--- src/rtl/alu_serial_ctrl.sv ---
// Bit-serial ALU sequencer: walks an external 1-bit ALU slice LSB-first, recirculating
// the carry, and assembles result/zero/carry/overflow with an SLT fix-up pass.
module alu_serial_ctrl #(
    parameter int WIDTH = 32
) (
    input  logic             clk_i,
    input  logic             rst_i,
    input  logic             req_valid_i,
    output logic             req_ready_o,
    input  logic [3:0]       ctrl_i,
    input  logic [WIDTH-1:0] src1_i,
    input  logic [WIDTH-1:0] src2_i,
    output logic             resp_valid_o,
    input  logic             resp_ready_i,
    output logic [WIDTH-1:0] result_o,
    output logic             zero_o,
    output logic             cout_o,
    output logic             overflow_o,
    output logic             err_o,
    output logic             slice_src1_o,
    output logic             slice_src2_o,
    output logic             slice_cin_o,
    output logic             slice_a_inv_o,
    output logic             slice_b_inv_o,
    output logic [1:0]       slice_op_o,
    output logic             slice_less_o,
    output logic             slice_equal_o,
    output logic [2:0]       slice_comp_o,
    input  logic             slice_result_i,
    input  logic             slice_cout_i
);

    localparam int CW = (WIDTH > 1) ? $clog2(WIDTH) : 1;
    localparam logic [CW-1:0] LAST   = CW'(WIDTH - 1);
    localparam logic [CW-1:0] PENULT = CW'(WIDTH - 2);

    typedef enum logic [1:0] {
        IDLE,
        RUN,
        SET,
        DONE
    } state_t;

    state_t state, state_next;

    logic [WIDTH-1:0] a, b, work, work_next;
    logic [3:0]       ctrl;
    logic [CW-1:0]    cnt;
    logic             carry, cin_msb, ovf_work, cout_work;
    logic [WIDTH-1:0] result_q;
    logic             cout_q, ovf_q, err_q;

    logic legal_in, is_slt, arith, last, ovf_now, cout_now;

    always_comb begin
        legal_in = (ctrl_i == 4'b0000) || (ctrl_i == 4'b0001) || (ctrl_i == 4'b0010) ||
                   (ctrl_i == 4'b0110) || (ctrl_i == 4'b0111) || (ctrl_i == 4'b1100);
        is_slt   = (ctrl == 4'b0111);
        arith    = (ctrl[1:0] == 2'b10) || is_slt;
        last     = (cnt == LAST);
        ovf_now  = arith & (cin_msb ^ slice_cout_i);
        cout_now = arith & slice_cout_i;
        work_next      = work;
        work_next[cnt] = slice_result_i;
    end

    always_ff @(posedge clk_i or negedge rst_i) begin
        if (!rst_i) state <= IDLE;
        else        state <= state_next;
    end

    always_comb begin
        state_next    = state;
        req_ready_o   = 1'b0;
        resp_valid_o  = 1'b0;
        slice_src1_o  = 1'b0;
        slice_src2_o  = 1'b0;
        slice_cin_o   = 1'b0;
        slice_a_inv_o = 1'b0;
        slice_b_inv_o = 1'b0;
        slice_op_o    = 2'b00;
        case (state)
            IDLE: begin
                req_ready_o = 1'b1;
                if (req_valid_i) state_next = legal_in ? RUN : DONE;
            end
            RUN: begin
                slice_src1_o  = a[cnt];
                slice_src2_o  = b[cnt];
                slice_a_inv_o = ctrl[3];
                slice_b_inv_o = ctrl[2];
                // SLT runs the slice as a subtract; the less input is never used
                slice_op_o    = is_slt ? 2'b10 : ctrl[1:0];
                slice_cin_o   = (cnt == '0) ? ctrl[2] : carry;
                if (last) state_next = is_slt ? SET : DONE;
            end
            SET: state_next = DONE;
            DONE: begin
                resp_valid_o = 1'b1;
                if (resp_ready_i) state_next = IDLE;
            end
            default: state_next = IDLE;
        endcase
    end

    // result_q and flags only load on the transition into DONE
    always_ff @(posedge clk_i or negedge rst_i) begin
        if (!rst_i) begin
            a         <= '0;
            b         <= '0;
            ctrl      <= '0;
            cnt       <= '0;
            work      <= '0;
            carry     <= 1'b0;
            cin_msb   <= 1'b0;
            ovf_work  <= 1'b0;
            cout_work <= 1'b0;
            result_q  <= '0;
            cout_q    <= 1'b0;
            ovf_q     <= 1'b0;
            err_q     <= 1'b0;
        end else begin
            case (state)
                IDLE: begin
                    if (req_valid_i) begin
                        a         <= src1_i;
                        b         <= src2_i;
                        ctrl      <= ctrl_i;
                        cnt       <= '0;
                        work      <= '0;
                        carry     <= 1'b0;
                        cin_msb   <= 1'b0;
                        ovf_work  <= 1'b0;
                        cout_work <= 1'b0;
                        if (!legal_in) begin
                            result_q <= '0;
                            cout_q   <= 1'b0;
                            ovf_q    <= 1'b0;
                            err_q    <= 1'b1;
                        end
                    end
                end
                RUN: begin
                    work  <= work_next;
                    carry <= slice_cout_i;
                    if (cnt == PENULT) cin_msb <= slice_cout_i;
                    if (!last) begin
                        cnt <= cnt + 1'b1;
                    end else begin
                        ovf_work  <= ovf_now;
                        cout_work <= cout_now;
                        if (!is_slt) begin
                            result_q <= work_next;
                            cout_q   <= cout_now;
                            ovf_q    <= ovf_now;
                            err_q    <= 1'b0;
                        end
                    end
                end
                SET: begin
                    result_q <= {{(WIDTH-1){1'b0}}, work[WIDTH-1] ^ ovf_work};
                    cout_q   <= cout_work;
                    ovf_q    <= ovf_work;
                    err_q    <= 1'b0;
                end
                default: ;
            endcase
        end
    end

    assign result_o      = result_q;
    assign zero_o        = (result_q == '0);
    assign cout_o        = cout_q;
    assign overflow_o    = ovf_q;
    assign err_o         = err_q;
    assign slice_less_o  = 1'b0;
    assign slice_equal_o = 1'b0;
    assign slice_comp_o  = 3'b000;

endmodule

--- config.mk ---
export PLATFORM = sky130hd
export DESIGN_NAME = alu_serial_ctrl
export DESIGN_NICKNAME = d
export VERILOG_FILES = /design/src/rtl/alu_serial_ctrl.sv
export SDC_FILE = /design/constraint.sdc
export NUM_CORES = 1
export LEC_CHECK = 0
export BUFFER_PORTS_ARGS = -buffer_cell sky130_fd_sc_hd__clkbuf_2
export CAP_MARGIN = 40
export CORE_MARGIN = 1
export CORE_UTILIZATION = 40
export DETAILED_ROUTE_END_ITERATION = 8
export GPL_TIMING_DRIVEN = 0
export SLEW_MARGIN = 5
export SYNTH_ARGS = -nofsm -noshare
export SYNTH_HDL_FRONTEND = slang
export SYNTH_SLANG_ARGS = --single-unit
--- constraint.sdc ---
create_clock -name clk_i -period 2.5 [get_ports clk_i]
set_clock_uncertainty 0.05 [all_clocks]
set_input_delay 0.25 -clock clk_i [delete_from_list [all_inputs] [get_ports clk_i]]
set_output_delay 0.25 -clock clk_i [all_outputs]
set_load 0.005 [all_outputs]
* Word-level counts from Yosys, hierarchy flattened
Cells that the tools add are included.
** Word-level totals
- Flip-flop bits (word level) :: 146
- Latch bits :: 0
- Memory bits (writable) :: 0
- Memory bits (read-only) :: 0
- Output and inout port bits :: 50
- Memories kept :: 0
** Operators by class
- Add/sub/neg operators :: 1
- $mul :: 0
- Div/mod/pow operators :: 0
- $lt $le $gt $ge :: 2
- Equality and inequality tests :: 19
- Shifts and indexed selects :: 0
- Mux-type cells :: 54
- Bitwise operators :: 4
- Reductions and logical operators :: 20
** Operator list (number)
- $mux 32 :: 5
- $pmux 32 s3 :: 1
- $pmux 32 s2 :: 1
- $bwmux 32 :: 1
- $logic_not 32->1 :: 1
- $mux 1 :: 26
- $ne 2x2->1 const B :: 7
- $eq 4x3->1 const B :: 3
- $mux 2 :: 6
- $reduce_and 3->1 :: 4
- $bmux 1 s5 :: 2
- $eq 5x5->1 const B :: 2
- $mux 5 :: 2
- $pmux 5 s2 :: 1
- $pmux 1 s3 :: 3
- $pmux 1 s2 :: 4
- $pmux 2 s4 :: 1
- $eq 2x2->1 const B :: 3
- $logic_or 1x1->1 :: 6
- $lt 5x6->1 const B :: 1
- $add 5x1->5 const B :: 1
- $demux 1 s5 :: 1
- $ge 5x1->1 const B :: 1
- $logic_not 5->1 :: 1
- 13 further kinds :: 16

* Depth between registers and ports, before layout
Gate-level depths: netlist (run 1).
- Depth after elaboration :: 9
- Depth in mapped cells :: 10

* Worst setup path after synthesis (run 1)
No wires, ideal clock.
- Kind :: register to register
- Start :: reg cnt[1]
- End :: reg result_q[12], in the netlist result_o[12]
- Setup time :: 0.127 ns
- Data arrival time :: 2.385 ns
- Required time :: 2.323 ns
- Slack :: -0.063 ns
- Stages on the path, launching flop included :: 9
- Path buffers :: 2
- Clock period less this slack :: 2.563 ns
- Cells stage by stage :: dfrtp_1 > ha_1 > clkbuf_1 > and3_1 > ha_1 > a21oi_1 > a2111oi_4 > buf_6 > mux2_1
** On the way
- Longest elaborated chain between the ends :: 8
- Elaborated cells on any way between the ends :: 12
- Classes of those cells :: 2 x order compare; 2 x eq/ne; 6 x mux; 2 x reduce/logical
** Ends and longest elaborated chain
- start: declaration :: RTL line 48 : logic [CW-1:0] cnt;
- start signal: assignment :: RTL line 148 : cnt <= cnt + 1'b1;
- $lt 5x6->1 (not written as such) or $ge 5x1->1 (tied branches) :: RTL line 64 : work_next[cnt] = slice_result_i;
- $logic_and 1x1->1 (not written as such) :: RTL line 64
- $mux 1 (not written as such) :: RTL line 64
- $demux 1 s5 :: RTL line 64
- $bwmux 32 :: RTL line 64
- $mux 32 :: RTL line 152 : if (!is_slt) begin
- $mux 32 :: RTL line 147 : if (!last) begin
- $pmux 32 s3 :: RTL line 123 : case (state)
- end signal: assignment :: RTL line 153 : result_q <= work_next;
- end signal: assignment :: RTL line 161 : result_q <= {{(WIDTH-1){1'b0}}, work[WIDTH-1] ^ ovf_work};
- end: declaration :: RTL line 50 : logic [WIDTH-1:0] result_q;
Parallel ways exist; a longest one is shown, timed or not. The select of a mux whose other input is x is not followed.
A chain may end at the register's enable or synchronous reset.

* Worst setup path after layout (run 1)
- Start :: reg cnt[0]
- End :: out slice_src2_o
** On the way
- Longest elaborated chain between the ends :: 3
** Ends and longest elaborated chain
- $bmux 1 s5 :: RTL line 89 : slice_src2_o = b[cnt];
- $mux 1 (not written as such) :: RTL line 89
- $mux 1 :: RTL line 82 : case (state)
- end: declaration :: RTL line 21 : output logic slice_src2_o,
Every way passes these cells. The select of a mux whose other input is x is not followed.

==> flow_metrics.env, run 1 <==
export IMPL_rsz_0062_raised_after_global_routing="true"
export IMPL_netlist_area_sq_um=7260
export IMPL_seqPwrFrac_pct=32.9
export IMPL_power_switching_w=0.00391
export IMPL_worst_r2r_cell_count=10
export IMPL_wire_per_inst_microns=18.2
export IMPL_placement_setup_worst_slack_ps=-710
export IMPL_maxClockFrequency_mhz=408
export IMPL_nets_final=900
export IMPL_layout_area_overhead_vs_synth_pct=29.0
export IMPL_cts_tree="yes"
export IMPL_crit_required_ps=2200
export IMPL_cts_htree_levels=4
export IMPL_max_cap_violations=0
export IMPL_ir_drop_mv=0.769
export IMPL_worst_hold_startpoint="src2_i[23]"
export IMPL_antenna_diode_count=0
export IMPL_crit_arrival_ps=2150
export IMPL_total_leakage_power_nw=4.33
export IMPL_finalWeightedCongestion=0.819
export IMPL_num_io_pins=124
export IMPL_final_cell_mix="142 x dfrtp_1, 122 x clkbuf_2, 78 x nand2_1"
export IMPL_worstSkewPairLatency_ps=420
export IMPL_grt_max_degree=109
export IMPL_grt_ovfl_total=0
export IMPL_synth_warnings=0
export IMPL_cp_start_kind="flop"
export IMPL_number_of_hold_slack_violations_in_the_final_timing_report=0
export IMPL_design_die_area_sq_um=18700
export IMPL_total_power_after_layout_w=0.0105
export IMPL_via_count=5661
export IMPL_initial_antenna_violation_count=0
export IMPL_number_of_storage_elements_in_the_synthesis_netlist=146
export IMPL_synth_enable_flop_cells=0
export IMPL_worst_case_headroom_to_the_max_slew_limit_pct=54.1
export IMPL_r2r_setup_slack_ps=70
export IMPL_chip_width_microns=137
export IMPL_ctsLongestPathBuffers=2
export IMPL_cts_sinks=146
export IMPL_layout_filler_cells=1552
export IMPL_synth_async_reset_ratio_pct=100
export IMPL_power_frac_clock_pct=25.0
export IMPL_cts_root_buf="clkbuf_16"
export IMPL_numCtsBuffers=17
export IMPL_detail_route_drc_violations=0
export IMPL_dr_pass1_iters=5
export IMPL_io_buffers=118
export IMPL_core_region_area_sq_um=17500
export IMPL_timing_hold_worst_endpoint="b[23]"
export IMPL_worstHoldPathType="in2reg"
export IMPL_period_share_pct=98.0
export IMPL_power_per_cell_area_nw_per_um2=1120
export IMPL_synthesis_area_per_instance_sq_um=11.2
export IMPL_run_status="complete, no violations"
export IMPL_post_dp_hpwl_microns=13500
export IMPL_placement_cell_area_sq_um=8190
export IMPL_number_of_global_route_vias_before_repair=5869
export IMPL_die_boundary_height_microns=137
export IMPL_wirelength_microns=19200
export IMPL_initial_core_utilization_pct=41.4
export IMPL_critical_path_reg2reg_endpoint="result_o[30]"
export IMPL_critPathCaptureType="primary output"
export IMPL_worstPathMaxFanout=4
export IMPL_ys_dominant_reg_cell="dfrtp_1"
export IMPL_layout_commonest_cell="dfrtp_1"
export IMPL_avgViaCountPerCell=5.37
export IMPL_tot_gr_track_use_pct=21.8
export IMPL_wire_length_of_the_first_global_routing_pass_microns=30600
export IMPL_synth_cell_types=48
export IMPL_pwr_share_comb_pct=42.1
export IMPL_regToRegStartpoint="cnt[0]"
export IMPL_power_switching_share_pct=37.1
export IMPL_cts_clk_slew_worst_paths_ps=60
export IMPL_finalCriticalPeriod_ps=2450
export IMPL_drv_slew=0
export IMPL_critical_setup_path_kind="reg2out"
export IMPL_setup_viol_count_final=0
export IMPL_intPower_w=0.00662
export IMPL_final_critical_path_setup_slack_ps=50.3
export IMPL_timing_worst_slew_pin_value_ps=689
export IMPL_fin_area_sq_um=9370
export IMPL_drt_iter0_drc=270
export IMPL_seq_total_area_yosys_pct=50.3
export IMPL_rows=48
export IMPL_proportion_of_layout_cells_with_a_drive_suffix_above_1_pct=36.6
export IMPL_postSynthCellCount=646
export IMPL_route_antenna_remaining_nets=0
export IMPL_whs_path_depth=2
-- power by group through the flow --
| stage | Sequential, W | Clock (W) | Combinational [W] |
|---|---|---|---|
| 5_1_grt | 0.00354 | 0.00281 | 0.00479 |
| 4_1_cts | 0.00343 | 0.00268 | 0.00419 |
| 2_1_floorplan | 0.00334 | 0 | 0.00272 |
| 3_3_place_gp | 0.00343 | 0 | 0.00375 |
| 6_report | 0.00346 | 0.00263 | 0.00443 |
| 3_5_place_dp | 0.00348 | 0 | 0.00385 |
-- what timing repair did --
item,in CTS,in global routing
gates cloned,1,1
hold buffers,19,2
resized for setup,35,36
pin swaps,2,4
endpoints found under the setup margin,53,63
buffers inserted,4,4
endpoints found under the hold margin,56,2
-- area by class of cell --
cell class | instances | area (sq um) | share of cell area, %
Timing Repair Buffer | 151 | 983 | 10.5
Clock buffer | 17 | 425 | 4.54
Multi-Input combinational cell | 417 | 3390 | 36.2
Clock inverter | 15 | 184 | 1.96
Sequential cell | 146 | 3660 | 39.1
Buffer | 50 | 313 | 3.34
Inverter | 34 | 131 | 1.40
Tap cell | 225 | 282 | 3.01
-- logic make-up (layout without fill, tap and decap cells) --
kind of cell,after synthesis,in the layout,share of synthesized area (%)
multiplexers,132,132,20.9
AND/OR/NAND/NOR,164,164,12.2
flip-flops,146,146,50.3
buffers and inverters,87,267,5.15
other,1,5,0.0517
XOR/XNOR,2,2,0.241
adder cells (fa/ha/maj),9,9,1.55
AO/OA/AOI/OAI,105,105,9.55
-- per-layer routing --
layer	track usage (%)	share of wire, %
met1	27.5	43
met2	36.2	50
met3	5.44	5.5
met4	8.21	1.8
met5	0	0
-- stage by stage --
step	util, %	setup TNS (ps)	hold slack [ps]	std cells
finish	53.4	0	8.24	1055
global route	53.4	-88.2	1.14	1055
CTS	52.3	-7.77	0.0725	1050
detailed placement	46.7	-23760	144	995
global placement	46.5	-206940	409	993
floorplan	-	0	-95.6	650
-- worst max path at each step --
stage                start      endpoint  slack, ps
floorplan           cnt[1]  result_o[12]         90
global placement     rst_i          a[8]      -1280
detailed placement  cnt[1]  result_o[29]       -710
CTS                 cnt[0]  slice_src2_o         -5
global route        cnt[0]  slice_src2_o        -50
finish              cnt[0]  slice_src2_o         50
-- synthesized netlist by cell type, types with 5 or more instances --
cell / n / area [sq um]
o21ai_0: 39 / 195
clkbuf_1: 27 / 101
buf_4: 7 / 52.6
nand2_1: 78 / 293
mux2i_1: 47 / 470
inv_1: 32 / 120
ha_1: 9 / 113
nor4_1: 8 / 50.1
buf_2: 11 / 55.1
nand4b_1: 26 / 228
nor3_1: 11 / 55.1
buf_1: 7 / 26.3
o22ai_1: 8 / 50.1
dfrtp_1: 146 / 3650
mux2_1: 6 / 67.6
a22oi_1: 6 / 45.0
mux2_2: 71 / 800
nand3_1: 5 / 25.0
mux4_2: 8 / 180
o31ai_1: 31 / 233
a21oi_1: 5 / 25.0
nor2_1: 6 / 22.5
-- state kept, by name (all words and copies together) (netlist names) --
register	flops
cout_work	1
work	32
ovf_work	1
b	32
cnt	5
ctrl	4
overflow_o	1
a	32
cout_o	1
state	2
carry	1
result_o	32
err_o	1
cin_msb	1
-- worst max-delay path, stage by stage, from the launching register on --
cell,delay (ps)
dfrtp_2,450
buf_12,130
buf_16,110
mux4_2,500
a22oi_2,160
nand2_1,70
o21a_1,180
clkbuf_2,120
(Power assumes the default switching activity.)
==> run 2, diff against run 1 <==
--- a/config.mk
+++ b/config.mk
@@ -11,6 +11,7 @@
 export CORE_UTILIZATION = 40
 export DETAILED_ROUTE_END_ITERATION = 8
 export GPL_TIMING_DRIVEN = 0
+export SETUP_SLACK_MARGIN = 0.4
 export SLEW_MARGIN = 5
 export SYNTH_ARGS = -nofsm -noshare
 export SYNTH_HDL_FRONTEND = slang
==> constraint.sdc (replaced) <==
create_clock -name clk_i -period 2.5 [get_ports clk_i]
set_clock_uncertainty 0.05 [all_clocks]
set_input_delay 0.75 -clock clk_i [delete_from_list [all_inputs] [get_ports clk_i]]
set_output_delay 0.75 -clock clk_i [all_outputs]
set_load 0.005 [all_outputs]
==> run 2 against run 1 <==
Against the previous run: the run now ends with negative setup slack left; global-route usage increased by 0.55 points; register-to-register slack got worse by 130 ps; cell count up 1.0%; critical path type unchanged; count of clock-buffer cells in the layout grew 1; maximum frequency is 17% lower; first-iteration DRC count rose by 15%; flip-flop and latch count did not move; sequential power is essentially flat; critical path depth did not move; cell area grew 4.9%.
==> flow_metrics.env, run 2 (synthesis results as in run 1) <==
export IMPL_nets_final=911
export IMPL_setup_viol_count_final=7
export IMPL_avgViaCountPerCell=5.43
export IMPL_grt_ovfl_total=0
export IMPL_chip_width_microns=137
export IMPL_fin_area_sq_um=9820
export IMPL_sequential_cell_area_sq_um=3660
export IMPL_worst_path_max_delay_cell="mux4_2"
export IMPL_drv_slew=0
export IMPL_total_leakage_power_nw=4.56
export IMPL_multi_input_comb_area_sq_um=3580
export IMPL_use_met1_pct=28.7
export IMPL_path_cells="buf_12 -> buf_12 -> mux4_2 -> a22oi_2 -> nand2_1 -> o21a_1 -> clkbuf_2"
export IMPL_num_io_pins=124
export IMPL_timing_setup_tns_ps=-1340
export IMPL_cts_htree_levels=4
export IMPL_worst_setup_path_endpoint="slice_src1_o"
export IMPL_cp_start_kind="flop"
export IMPL_drt_iter0_drc=310
export IMPL_cts_tree="yes"
export IMPL_placement_setup_worst_slack_ps=-350
export IMPL_rsz_0062_raised_after_global_routing="true"
export IMPL_critical_path_reg2reg_endpoint="result_o[14]"
export IMPL_cell_depth_of_the_worst_setup_path=7
export IMPL_critical_path_n_buffers_inverters=3
export IMPL_power_switching_share_pct=36.9
export IMPL_power_switching_w=0.00427
export IMPL_worst_r2r_cell_count=13
export IMPL_core_region_area_sq_um=17500
export IMPL_die_boundary_height_microns=137
export IMPL_critPathCaptureType="primary output"
export IMPL_maxClockFrequency_mhz=340
export IMPL_worstPathMaxFanout=4
export IMPL_worst_hold_slack_ps=280
export IMPL_period_share_pct=118
export IMPL_cts_root_buf="clkbuf_16"
export IMPL_tot_gr_track_use_pct=22.4
export IMPL_cts_sinks=146
export IMPL_cts_clk_slew_worst_paths_ps=60
export IMPL_gr_usage_met3_pct=5.48
export IMPL_route_antenna_remaining_nets=0
export IMPL_wire_per_inst_microns=18.5
export IMPL_worst_case_headroom_to_the_max_slew_limit_pct=39.9
export IMPL_timing_worst_slew_pin_value_ps=895
export IMPL_post_dp_hpwl_microns=13700
export IMPL_worstSkewPairLatency_ps=430
export IMPL_pwr_share_comb_pct=49.2
export IMPL_initial_antenna_violation_count=0
export IMPL_numCtsBuffers=17
export IMPL_crit_top_cell="buf_12"
export IMPL_antenna_diode_count=0
export IMPL_regToRegStartpoint="cnt[1]"
export IMPL_critical_path_top_delay_family="multiplexers"
export IMPL_wire_length_of_the_first_global_routing_pass_microns=31300
export IMPL_failed_checks="negative setup slack"
export IMPL_grt_met2_usage_pct=37.9
export IMPL_ir_drop_mv=0.639
export IMPL_finalWeightedCongestion=0.839
export IMPL_rows=48
export IMPL_intPower_w=0.00730
export IMPL_dr_pass1_iters=5
export IMPL_final_critical_path_setup_slack_ps=-442
export IMPL_number_of_global_route_vias_before_repair=5813
export IMPL_crit_arrival_ps=2140
export IMPL_design_die_area_sq_um=18700
export IMPL_finalCriticalPeriod_ps=2940
export IMPL_r2r_setup_slack_ps=-60
export IMPL_power_per_cell_area_nw_per_um2=1180
export IMPL_initial_core_utilization_pct=41.4
export IMPL_wirelength_microns=19800
export IMPL_total_of_hold_buffers_inserted_after_clock_tree_synthesis=0
export IMPL_final_cell_mix="143 x dfrtp_1, 112 x clkbuf_2, 73 x nand2_1"
export IMPL_placement_cell_area_sq_um=8280
export IMPL_max_cap_violations=0
export IMPL_ctsLongestPathBuffers=2
export IMPL_grt_busiest_layer="met2"
export IMPL_number_of_hold_slack_violations_in_the_final_timing_report=0
export IMPL_detail_route_drc_violations=0
export IMPL_worstHoldPathType="in2async"
export IMPL_critical_setup_path_kind="reg2out"
export IMPL_proportion_of_layout_cells_with_a_drive_suffix_above_1_pct=44.6
export IMPL_io_buffers=118
export IMPL_critical_path_max_stage_delay_ps=510
export IMPL_layout_filler_cells=1509
export IMPL_grt_max_degree=82
export IMPL_via_count=5786
export IMPL_run_status="finished, violations left"
export IMPL_crit_required_ps=1700
export IMPL_seqPwrFrac_pct=29.8
export IMPL_worst_setup_path_startpoint="cnt[0]"
export IMPL_layout_commonest_cell="dfrtp_1"
export IMPL_layout_area_overhead_vs_synth_pct=35.3
export IMPL_power_frac_clock_pct=21.0
==> run 2: cell types whose count changed in the layout (fill, tap and decap cells not counted), moves of 5 or more <==
cell and delta:
o21ai_1 +30, buf_8 +6, nand2_1 -5, buf_6 +24
mux2_4 +9, buf_4 +16, dlygate4sd3_1 -21, o21ai_0 -35
clkbuf_1 -5, clkbuf_2 -10, mux2_1 -6
==> run 2: layout make-up <==
class | instances | area share, %
clock inverters | 14 | 1.35
well taps | 225 | 2.87
flip-flops and latches | 146 | 37.2
clock buffers | 18 | 4.37
multi-input cells | 417 | 36.5
inverters | 34 | 1.45
repair buffers | 159 | 11.4
plain buffers | 53 | 4.88
==> run 2: timing repair <==
item / CTS / global route
setup buffers: 24 / 11
setup endpoints to repair: 153 / 108
cloned: 4 / 0
gates resized for setup: 125 / 89
pin swaps: 14 / 16
==> run 2: worst register-to-register path, cell delays in order (launching register included) <==
cell	delay [ps]
dfrtp_2	410
buf_6	110
buf_6	120
buf_6	120
ha_4	130
buf_8	80
and3_4	200
ha_4	150
a21oi_4	60
a2111oi_4	290
buf_6	220
buf_12	120
buf_16	100
mux2_4	280
==> run 2: stage by stage <==
step	utilization (%)	total power [W]	std cells
global route	56.0	0.0122	1066
detailed placement	47.2	0.00741	995
global placement	47.0	0.00726	993
finish	56.0	0.0116	1066
floorplan	-	0.00616	650
CTS	54.1	0.0111	1055
==> run 2: worst min path at each step <==
stage               depth (start not counted)           to  slack [ps]      from
floorplan                                   0         a[0]         400     rst_i
global placement                            2     work[21]         410  work[21]
detailed placement                          2     work[21]         420  work[21]
CTS                                         1  result_o[8]         340     rst_i
global route                                1  result_o[8]         350     rst_i
finish                                      1  result_o[8]         280     rst_i
==> run 2: per-layer routing <==
metal	routed length, microns	share of wire, %
met1	8520	43
met2	9910	50
met3	1030	5.2
met4	308	1.6
met5	0	0
==> run 2: power by group through the flow <==
stage                     Combinational (W)  Clock (W)  Sequential [W]
after floorplan                     0.00282          0         0.00334
after global placement              0.00383          0         0.00343
after detailed placement            0.00393          0         0.00348
after CTS                           0.00524    0.00248         0.00343
after global routing                0.00608    0.00259         0.00353
final                               0.00569    0.00243         0.00344
==> run 3, diff against run 2 <==
==> constraint.sdc (replaced) <==
create_clock -name clk_i -period 2.5 [get_ports clk_i]
set_clock_uncertainty 0.05 [all_clocks]
set_input_delay 0.5 -clock clk_i [delete_from_list [all_inputs] [get_ports clk_i]]
set_output_delay 0.5 -clock clk_i [all_outputs]
set_load 0.005 [all_outputs]
==> run 3 against run 2 <==
Against the previous run: sequential power hardly changed; clock power hardly changed; count of clock-buffer cells in the layout is 6 higher; the run still ends with negative setup slack left; critical endpoint unchanged; routed wire length is 2.4% lower.
==> flow_metrics.env, run 3 (synthesis results as in run 1) <==
export IMPL_critical_path_reg2reg_endpoint="result_o[14]"
export IMPL_final_critical_path_setup_slack_ps=-210
export IMPL_finalCriticalPeriod_ps=2710
export IMPL_rsz_0062_raised_after_global_routing="true"
export IMPL_grt_busiest_layer="met2"
export IMPL_run_status="finished, violations left"
export IMPL_multi_input_comb_area_sq_um=3460
export IMPL_max_cap_violations=0
export IMPL_worstPathMaxFanout=10
export IMPL_cts_clk_slew_worst_paths_ps=60
export IMPL_layout_commonest_cell="dfrtp_1"
export IMPL_worst_setup_path_endpoint="slice_src1_o"
export IMPL_nets_final=907
export IMPL_worst_setup_path_startpoint="cnt[4]"
export IMPL_ctsLongestPathBuffers=2
export IMPL_worstSkewPairLatency_ps=430
export IMPL_crit_required_ps=1950
export IMPL_cts_htree_levels=4
export IMPL_total_power_after_layout_w=0.0111
export IMPL_worst_case_headroom_to_the_max_slew_limit_pct=58.4
export IMPL_gr_usage_met3_pct=5.59
export IMPL_cts_sinks=146
export IMPL_grt_met2_usage_pct=36.1
export IMPL_timing_worst_slew_pin_value_ps=624
export IMPL_wirelength_microns=19300
export IMPL_drt_iter0_drc=384
export IMPL_regToRegStartpoint="cnt[0]"
export IMPL_period_share_pct=108
export IMPL_via_count=5675
export IMPL_layout_filler_cells=1513
export IMPL_detail_route_drc_violations=0
export IMPL_cp_start_kind="flop"
export IMPL_total_leakage_power_nw=4.50
export IMPL_failed_checks="negative setup slack"
export IMPL_tot_gr_track_use_pct=21.6
export IMPL_worst_hold_slack_ps=54.8
export IMPL_ir_drop_mv=0.643
export IMPL_critical_setup_path_kind="reg2out"
export IMPL_route_antenna_remaining_nets=0
export IMPL_number_of_global_route_vias_before_repair=5801
export IMPL_maxClockFrequency_mhz=369
export IMPL_wire_length_of_the_first_global_routing_pass_microns=30300
export IMPL_rows=48
export IMPL_use_met1_pct=27.4
export IMPL_sequential_cell_area_sq_um=3660
export IMPL_cts_tree="yes"
export IMPL_critPathCaptureType="primary output"
export IMPL_avgViaCountPerCell=5.34
export IMPL_num_io_pins=124
export IMPL_cts_root_buf="clkbuf_16"
export IMPL_number_of_hold_slack_violations_in_the_final_timing_report=0
export IMPL_crit_arrival_ps=2160
export IMPL_worstHoldPathType="in2async"
export IMPL_initial_antenna_violation_count=0
export IMPL_layout_area_overhead_vs_synth_pct=31.9
export IMPL_die_boundary_height_microns=137
export IMPL_grt_max_degree=78
export IMPL_io_buffers=118
export IMPL_drv_slew=0
export IMPL_setup_viol_count_final=3
export IMPL_total_of_hold_buffers_inserted_after_clock_tree_synthesis=0
export IMPL_chip_width_microns=137
export IMPL_proportion_of_layout_cells_with_a_drive_suffix_above_1_pct=41.7
export IMPL_power_per_cell_area_nw_per_um2=1160
export IMPL_r2r_setup_slack_ps=110
export IMPL_design_die_area_sq_um=18700
export IMPL_worst_r2r_cell_count=10
export IMPL_initial_core_utilization_pct=41.4
export IMPL_numCtsBuffers=17
export IMPL_core_region_area_sq_um=17500
export IMPL_finalWeightedCongestion=0.816
export IMPL_wire_per_inst_microns=18.2
export IMPL_grt_ovfl_total=0
export IMPL_final_cell_mix="144 x dfrtp_1, 122 x clkbuf_2, 75 x nand2_1"
export IMPL_antenna_diode_count=0
export IMPL_dr_pass1_iters=5
export IMPL_post_dp_hpwl_microns=13700
==> run 3: cell types whose count changed in the layout (fill, tap and decap cells not counted), sizes merged <==
cell / change
inv: -3
bufbuf: +2
clkbuf: +16
clkinvlp: -3
buf: -16
==> run 3: final cells by class <==
type	instances	share of cell area [%]
repair buffers	155	10.7
well taps	225	2.94
clock buffers	24	5.03
inverters	34	1.44
flip-flops and latches	146	38.2
plain buffers	53	4.78
clock inverters	8	0.823
multi-input cells	417	36.1
==> run 3: repair_timing <==
action                                  CTS  global route
pin swaps                                15             8
buffers inserted                         21             9
gates resized for setup                 104            39
endpoints found under the setup margin  150           130
hold endpoints to repair                  0             0
gates cloned                              4             1
==> run 3: worst max-delay path, stage by stage (launching register included) <==
cell and delay [ps]:
dfrtp_2 480, buf_2 210, or3_1 440, o22ai_1 160, nor3_1 70, nor2_1 110
o21a_1 120, clkbuf_2 130
==> run 3: how the worst min path moves through the flow <==
stage | start | endpoint | slack, ps
finish | rst_i | result_o[8] | 50
global route | rst_i | result_o[8] | 100
CTS | rst_i | work[10] | 70
detailed placement | work[29] | work[29] | 420
global placement | work[18] | work[18] | 410
floorplan | rst_i | a[0] | 150
==> run 3: through the flow <==
| step | cell area [sq um] | setup slack, ps | setup TNS [ps] | utilization, % | std cells |
|---|---|---|---|---|---|
| 5_1_grt | 9570 | -346 | -756 | 54.6 | 1062 |
| 6_report | 9570 | -210 | -417 | 54.6 | 1062 |
| 3_5_place_dp | 8260 | -517 | -15190 | 47.1 | 995 |
| 2_1_floorplan | 7350 | 217 | 0 | - | 650 |
| 3_3_place_gp | 8220 | -1510 | -231100 | 46.9 | 993 |
| 4_1_cts | 9370 | -221 | -653 | 53.4 | 1052 |
==> run 3: where the power goes <==
group / internal [W] / switching (W)
clock: 0.00144 / 0.000974
combinational: 0.00263 / 0.00261
sequential: 0.00304 / 0.000383
==> run 3: routing by layer <==
| metal | up-vias | wire length, microns |
|---|---|---|
| met5 | - | 0 |
| met4 | 0 | 325 |
| met1 | 2797 | 8440 |
| met2 | 166 | 9520 |
| li1 | 2681 | - |
| met3 | 31 | 1020 |
